--- src/rtl/spi_master_mc_if.sv ---
// ============================================================================
// Module   : spi_master_mc_if
// Brief    : Request/response bus of the multi-channel SPI master.
// Revision : 1.0
// ============================================================================
`default_nettype none

interface spi_master_mc_if #(
  parameter int DATA_W = 40,
  parameter int NCH    = 2
);
  localparam int CHW   = (NCH > 1) ? $clog2(NCH) : 1;
  localparam int LEN_W = $clog2(DATA_W + 1);

  logic              req_valid;
  logic              req_ready;
  logic [CHW-1:0]    req_ch;
  logic [LEN_W-1:0]  req_len;
  logic [DATA_W-1:0] req_data;
  logic              rsp_valid;
  logic [CHW-1:0]    rsp_ch;
  logic [DATA_W-1:0] rsp_data;

  modport slave (
    input  req_valid, req_ch, req_len, req_data,
    output req_ready, rsp_valid, rsp_ch, rsp_data
  );

  modport master (
    output req_valid, req_ch, req_len, req_data,
    input  req_ready, rsp_valid, rsp_ch, rsp_data
  );
endinterface

`default_nettype wire

--- src/rtl/spi_master_mc.sv ---
// ============================================================================
// Module   : spi_master_mc
// Brief    : Parametrised multi-channel mode-0 SPI master, full duplex.
// Revision : 1.0
// ============================================================================
`default_nettype none

module spi_master_mc #(
  parameter int DATA_W = 40,
  parameter int NCH    = 2,
  parameter int DIV    = 1,
  parameter int GAP    = 2
) (
  input  wire logic        clk,
  input  wire logic        rst_n,
  spi_master_mc_if.slave   bus,
  output logic             busy,
  output logic             sclk,
  output logic [NCH-1:0]   cs_b,
  output logic             mosi,
  input  wire logic        miso
);
  localparam int CHW   = (NCH > 1) ? $clog2(NCH) : 1;
  localparam int LEN_W = $clog2(DATA_W + 1);
  localparam int DIVW  = (DIV > 1) ? $clog2(DIV) : 1;
  localparam int GAPW  = (GAP > 1) ? $clog2(GAP) : 1;

  typedef enum logic [1:0] {
    S_IDLE  = 2'd0,
    S_SHIFT = 2'd1,
    S_GAP   = 2'd2
  } state_e;

  state_e             state_q;
  logic               req_ready_q;
  logic               rsp_valid_q;
  logic [CHW-1:0]     rsp_ch_q;
  logic [DATA_W-1:0]  rsp_data_q;
  logic               sclk_q;
  logic [NCH-1:0]     cs_b_q;
  logic               mosi_q;
  logic [CHW-1:0]     ch_q;
  logic [LEN_W-1:0]   len_q;
  logic [LEN_W-1:0]   bit_q;
  logic [DIVW-1:0]    div_q;
  logic [GAPW-1:0]    gap_q;
  logic [DATA_W-2:0]  tx_q;   // MSB goes straight to mosi at accept
  logic [DATA_W-1:0]  rx_q;

  logic [LEN_W-1:0]   len_d;
  logic               ch_ok_d;

  // Zero and oversize lengths both run a full-width frame
  assign len_d   = ((bus.req_len == '0) || (bus.req_len > LEN_W'(DATA_W)))
                   ? LEN_W'(DATA_W) : bus.req_len;
  assign ch_ok_d = (32'(bus.req_ch) < NCH);

  always_ff @(posedge clk or negedge rst_n) begin
    if (!rst_n) begin
      state_q     <= S_IDLE;
      req_ready_q <= 1'b0;
      rsp_valid_q <= 1'b0;
      rsp_ch_q    <= '0;
      rsp_data_q  <= '0;
      sclk_q      <= 1'b0;
      cs_b_q      <= '1;
      mosi_q      <= 1'b0;
      ch_q        <= '0;
      len_q       <= '0;
      bit_q       <= '0;
      div_q       <= '0;
      gap_q       <= '0;
      tx_q        <= '0;
      rx_q        <= '0;
    end else begin
      rsp_valid_q <= 1'b0;
      case (state_q)
        S_IDLE: begin
          req_ready_q <= 1'b1;
          if (bus.req_valid && req_ready_q && ch_ok_d) begin
            state_q     <= S_SHIFT;
            req_ready_q <= 1'b0;
            ch_q        <= bus.req_ch;
            len_q       <= len_d;
            tx_q        <= bus.req_data[DATA_W-2:0];
            rx_q        <= '0;
            mosi_q      <= bus.req_data[DATA_W-1];
            cs_b_q      <= ~(NCH'(1) << bus.req_ch);
            sclk_q      <= 1'b0;
            div_q       <= '0;
            bit_q       <= '0;
          end
        end
        S_SHIFT: begin
          if (div_q == DIVW'(DIV - 1)) begin
            div_q <= '0;
            if (!sclk_q) begin
              sclk_q <= 1'b1;
              rx_q   <= {rx_q[DATA_W-2:0], miso};
            end else if (bit_q == len_q - LEN_W'(1)) begin
              state_q     <= S_GAP;
              sclk_q      <= 1'b0;
              mosi_q      <= 1'b0;
              cs_b_q      <= '1;
              rsp_valid_q <= 1'b1;
              rsp_ch_q    <= ch_q;
              rsp_data_q  <= rx_q;
              gap_q       <= '0;
            end else begin
              sclk_q <= 1'b0;
              bit_q  <= bit_q + LEN_W'(1);
              mosi_q <= tx_q[DATA_W-2];
              tx_q   <= {tx_q[DATA_W-3:0], 1'b0};
            end
          end else begin
            div_q <= div_q + DIVW'(1);
          end
        end
        S_GAP: begin
          if (gap_q == GAPW'(GAP - 1)) begin
            state_q     <= S_IDLE;
            req_ready_q <= 1'b1;
          end else begin
            gap_q <= gap_q + GAPW'(1);
          end
        end
        default: state_q <= S_IDLE;
      endcase
    end
  end

  assign bus.req_ready = req_ready_q;
  assign bus.rsp_valid = rsp_valid_q;
  assign bus.rsp_ch    = rsp_ch_q;
  assign bus.rsp_data  = rsp_data_q;
  assign busy          = (state_q != S_IDLE);
  assign sclk          = sclk_q;
  assign cs_b          = cs_b_q;
  assign mosi          = mosi_q;

endmodule

`default_nettype wire

--- src/flat_wrapper.sv ---
// flat-port wrapper written by rule: the top's interface ports become plain ports
module spi_master_mc_flat 
#(
  parameter int DATA_W = 40,
  parameter int NCH    = 2,
  parameter int DIV    = 1,
  parameter int GAP    = 2
)
  (clk, rst_n, busy, sclk, cs_b, mosi, miso, bus_req_valid, bus_req_ch, bus_req_len, bus_req_data, bus_req_ready, bus_rsp_valid, bus_rsp_ch, bus_rsp_data);
  spi_master_mc_if #(.DATA_W(DATA_W), .NCH(NCH)) bus_i ();
  input  wire logic clk;
  input  wire logic rst_n;
  output logic busy;
  output logic sclk;
  output logic [NCH-1:0] cs_b;
  output logic mosi;
  input  wire logic miso;
  input wire logic [$bits(bus_i.req_valid)-1:0] bus_req_valid;
  input wire logic [$bits(bus_i.req_ch)-1:0] bus_req_ch;
  input wire logic [$bits(bus_i.req_len)-1:0] bus_req_len;
  input wire logic [$bits(bus_i.req_data)-1:0] bus_req_data;
  output wire logic [$bits(bus_i.req_ready)-1:0] bus_req_ready;
  output wire logic [$bits(bus_i.rsp_valid)-1:0] bus_rsp_valid;
  output wire logic [$bits(bus_i.rsp_ch)-1:0] bus_rsp_ch;
  output wire logic [$bits(bus_i.rsp_data)-1:0] bus_rsp_data;
  assign bus_i.req_valid = bus_req_valid;
  assign bus_i.req_ch = bus_req_ch;
  assign bus_i.req_len = bus_req_len;
  assign bus_i.req_data = bus_req_data;
  assign bus_req_ready = bus_i.req_ready;
  assign bus_rsp_valid = bus_i.rsp_valid;
  assign bus_rsp_ch = bus_i.rsp_ch;
  assign bus_rsp_data = bus_i.rsp_data;
  spi_master_mc #(.DATA_W(DATA_W), .NCH(NCH), .DIV(DIV), .GAP(GAP)) u_core (.clk(clk), .rst_n(rst_n), .bus(bus_i), .busy(busy), .sclk(sclk), .cs_b(cs_b), .mosi(mosi), .miso(miso));
endmodule
--- config.mk ---
export PLATFORM = sky130hd
export DESIGN_NAME = spi_master_mc_flat
export DESIGN_NICKNAME = d
export VERILOG_FILES = /design/src/rtl/spi_master_mc_if.sv /design/src/rtl/spi_master_mc.sv /design/src/flat_wrapper.sv
export SDC_FILE = /design/constraint.sdc
export NUM_CORES = 1
export LEC_CHECK = 0
export BUFFER_PORTS_ARGS = -buffer_cell sky130_fd_sc_hd__buf_2
export CAP_MARGIN = 5
export CORE_MARGIN = 8
export CORE_UTILIZATION = 35
export CTS_CLUSTER_DIAMETER = 30
export DETAILED_ROUTE_END_ITERATION = 8
export GPL_TIMING_DRIVEN = 0
export PLACE_DENSITY = 0.59
export SYNTH_ARGS = -nofsm -noshare
export SYNTH_HDL_FRONTEND = slang
export SYNTH_SLANG_ARGS = --single-unit
export TNS_END_PERCENT = 20
--- constraint.sdc ---
create_clock -name clk -period 2.2 [get_ports clk]
set_input_delay 0.22 -clock clk [delete_from_list [all_inputs] [get_ports clk]]
set_output_delay 0.22 -clock clk [all_outputs]
set_load 0.05 [all_outputs]
==> summary.txt <==
STA
  • Worst hold-check slack: 0.0211 ns
  • Max Freq: 443 MHz
  • Time the final worst path needs with I/O delays and setup: 2.26 ns
  • Final count of pins violating max slew: 0
  • Worst Skew: 0.0110 ns
  • Fraction of the cycle the final worst path needs: 103%
  • Sum of negative setup slack: -1.48 ns
  • Count of endpoints failing hold in the final timing report: 0
  • Unrepaired setup endpoints after global routing: yes
  • Slew of the pin with the lowest slew margin: 0.543 ns
  • Final number of setup-violating endpoints: 41
  • Max-slew headroom: 63.8%
  • Final Worst Setup Slack: -0.0597 ns

Synth
  • Fraction of post-synthesis cell area in the top cell type by area: 57.4%
  • Post-synthesis cell count: 604
  • Post-synthesis sequential element count: 142
  • Syn Std Cell Area: 6100 µm²
  • Number of enable flip-flop cells after synthesis: 0
  • Dominant register cell in the synthesized netlist: sky130_fd_sc_hd__dfrtp_1
  • Ys Warns: 0
  • Post-synthesis average cell area: 10.1 µm²
  • Mapped Nets: 657
  • Biggest area contributors in the synthesized netlist: sky130_fd_sc_hd__dfrtp_1 57%, sky130_fd_sc_hd__nand3_1 10%, sky130_fd_sc_hd__nand2_1 8.4%
  • Top cells by instance count after synthesis: 140 x sky130_fd_sc_hd__dfrtp_1, 136 x sky130_fd_sc_hd__nand2_1, 123 x sky130_fd_sc_hd__nand3_1, 41 x sky130_fd_sc_hd__mux2_1, 41 x sky130_fd_sc_hd__nand4_1
  • Post-synth top area cell: sky130_fd_sc_hd__dfrtp_1
  • Dominant cell by count in the synthesized netlist: sky130_fd_sc_hd__dfrtp_1
  • Number of distinct library cell variants in the gate-level netlist after synthesis: 39
  • Fraction of registers with async set or reset after synthesis: 100%
  • Portion of the post-synthesis area used by sequential elements: 58.3%

Clock tree
  • # clock sinks: 142
  • Clock latency of the later-clocked register in the worst-skew pair: 0.43 ns
  • TritonCTS clock tree: yes
  • Number of buffers between clock root and the deepest sink: 2
  • Root buffer cell: sky130_fd_sc_hd__clkbuf_16
  • CTS clk-pin slew, worst paths: 0.06 ns
  • CTS HTree Levels: 4
  • CTS buffer count: 17

Run
  • Max capacitance violation total: 0

Finish
  • Filler cell count: 1669
  • Sequential cell area: 3560 µm²
  • Layout-stage area growth over the synthesis result: 28.1%
  • # diodes: 0
  • Final cell utilization of the core: 45.5%
  • Non-filler cells in the finished layout: 971
  • Fraction of final layout cells with drive strength greater than 1: 26.4%
  • NumNets Final: 786
  • Multi-input gate area: 2470 µm²

Critical path
  • Crit end category: register
  • Required time worst endpoint: 2.50 ns
  • CP Max Fanout: 8
  • WP data arrival: 2.56 ns
  • Kind of critical path: reg2reg
  • Startpoint Class: register

Placement
  • Routability cong.: 0.751
  • Total placed cells including tap cells: 928
  • DP HPWL: 11000 µm
  • Count of buffers from port buffering: 98

Global route
  • Overflow left after global routing: 0
  • Via count of the first global-routing pass: 5055
  • GR Util All Layers: 14.6%
  • Initial antenna violation count: 1
  • First-pass GRT wire length: 25700 µm
  • Pin count of the biggest net entering global routing: 91

Power
  • Reported leakage power: 0.00399 µW
  • Total power: 12800 µW
  • VDD IR-drop max: 0.000665 V
  • Total power density per cell area: 1640 nW/µm²

Floorplan
  • Height of the die: 148 µm
  • Count of boundary I/O pins: 99
  • Effective utilization at floorplan: 35.5%
  • Std-Cell Core Area: 17200 µm²
  • X dimension of the die: 148 µm
  • Row count: 48
  • Full die area: 21900 µm²

Route
  • Detailed Routing Iterations Pass 1: 5
  • Routed Wire Length: 15900 µm
  • Count of antenna-violating nets left after detailed routing: 0
  • Initial DRC Count: 426
  • Via count of the routed design: 5009
  • Post-route DRC: 0
  • Via count normalized by instance count: 5.16
  • Routed length per placed instance: 16.4 µm

Outcome
  • Result of the run: finished with violations
  • Violated checks: setup timing

Worst hold path
  • Class of the tightest hold or removal check: in2reg
layer usage:
layer | share of wire [%] | global-route usage [%]
met5 | 0.082 | 0
met4 | 1.6 | 6.27
met3 | 4.9 | 4.07
met1 | 45 | 18.6
met2 | 48 | 23.0
cell type report:
class	count	area share (%)
plain buffers	46	3.20
clock buffers	18	5.62
clock inverters	14	2.00
inverters	5	0.240
multi-input cells	411	31.6
flip-flops and latches	142	45.5
well taps	225	3.60
repair buffers	110	8.26
power by group:
| group | internal, µW | switching [µW] |
|---|---|---|
| clock | 1720 | 1170 |
| combinational | 1750 | 3860 |
| sequential | 3620 | 687 |
| total | 7080 | 5720 |
cells in the final DEF, fill, tap and decap left out, drive strengths merged, types with 3 or more instances in the layout:
cell / count
a21oi: 6
buf: 123
clkbuf: 49
clkinv: 3
clkinvlp: 3
dfrtp: 140
inv: 11
mux2: 41
nand2: 136
nand2b: 4
nand3: 123
nand4: 41
nor2: 13
nor3: 4
o21ai: 8
or2: 3
xnor2: 3
xor2: 3
critical path: stages (launching register included):
cell and delay, ns:
sky130_fd_sc_hd__dfrtp_1 0.38, sky130_fd_sc_hd__inv_1 0.11, sky130_fd_sc_hd__ha_4 0.16, sky130_fd_sc_hd__nand2b_4 0.05, sky130_fd_sc_hd__o211a_1 0.21, sky130_fd_sc_hd__o31a_1 0.27
sky130_fd_sc_hd__nand4b_4 0.21, sky130_fd_sc_hd__nor2_4 0.13, sky130_fd_sc_hd__buf_12 0.15, sky130_fd_sc_hd__buf_6 0.13, sky130_fd_sc_hd__mux2_1 0.33
final timing paths:
check	slack [ns]	endpoint	start	cells after the start
hold reg to reg	0.47	u_core.state_q[1]	u_core.gap_q	1
hold / removal	0.02	u_core.len_q[0]	bus_req_len[0]	3
min in group asynchronous	0.33	u_core.rx_q[14]	rst_n	2
setup / recovery	-0.06	u_core.bus.rsp_data[11]	u_core.len_q[0]	10
max in group asynchronous	1.01	u_core.cs_b[0]	rst_n	3
setup reg to reg	-0.06	u_core.bus.rsp_data[11]	u_core.len_q[0]	10
flip-flops by register name, summed over array words and instances, names as in the netlist, 2 cells and up:
register,count
u_core.rx_q,40
u_core.bit_q,6
u_core.state_q,2
u_core.len_q,6
u_core.cs_b,2
u_core.tx_q,39
u_core.bus.rsp_data,40
cell families (layout without fill, tap and decap cells):
logic type	count (synthesis)	in the layout	synth area share [%]
fa+ha+maj	2	2	0.410
xor+xnor	6	6	0.861
buf+inv	51	193	3.67
simple gates	334	334	26.1
compound gates	26	26	2.83
mux	43	43	7.89
flops	142	142	58.3
per-stage QoR:
step	worst slack [ns]	area (µm²)
2_1_floorplan	-0.00477	6100
3_3_place_gp	-0.994	6880
3_5_place_dp	-0.332	6910
4_1_cts	-0.0879	7680
5_1_grt	-0.141	7820
6_report	-0.0597	7820
what timing repair did:
action | in CTS | in global routing
resized for setup | 29 | 40
pin swaps | 1 | 2
cloned | 1 | 1
hold buffers | 2 | 0
hold endpoints to repair | 53 | 0
buffers inserted | 6 | 1
endpoints found under the setup margin | 87 | 89
Power figures use the tool's default switching activity.
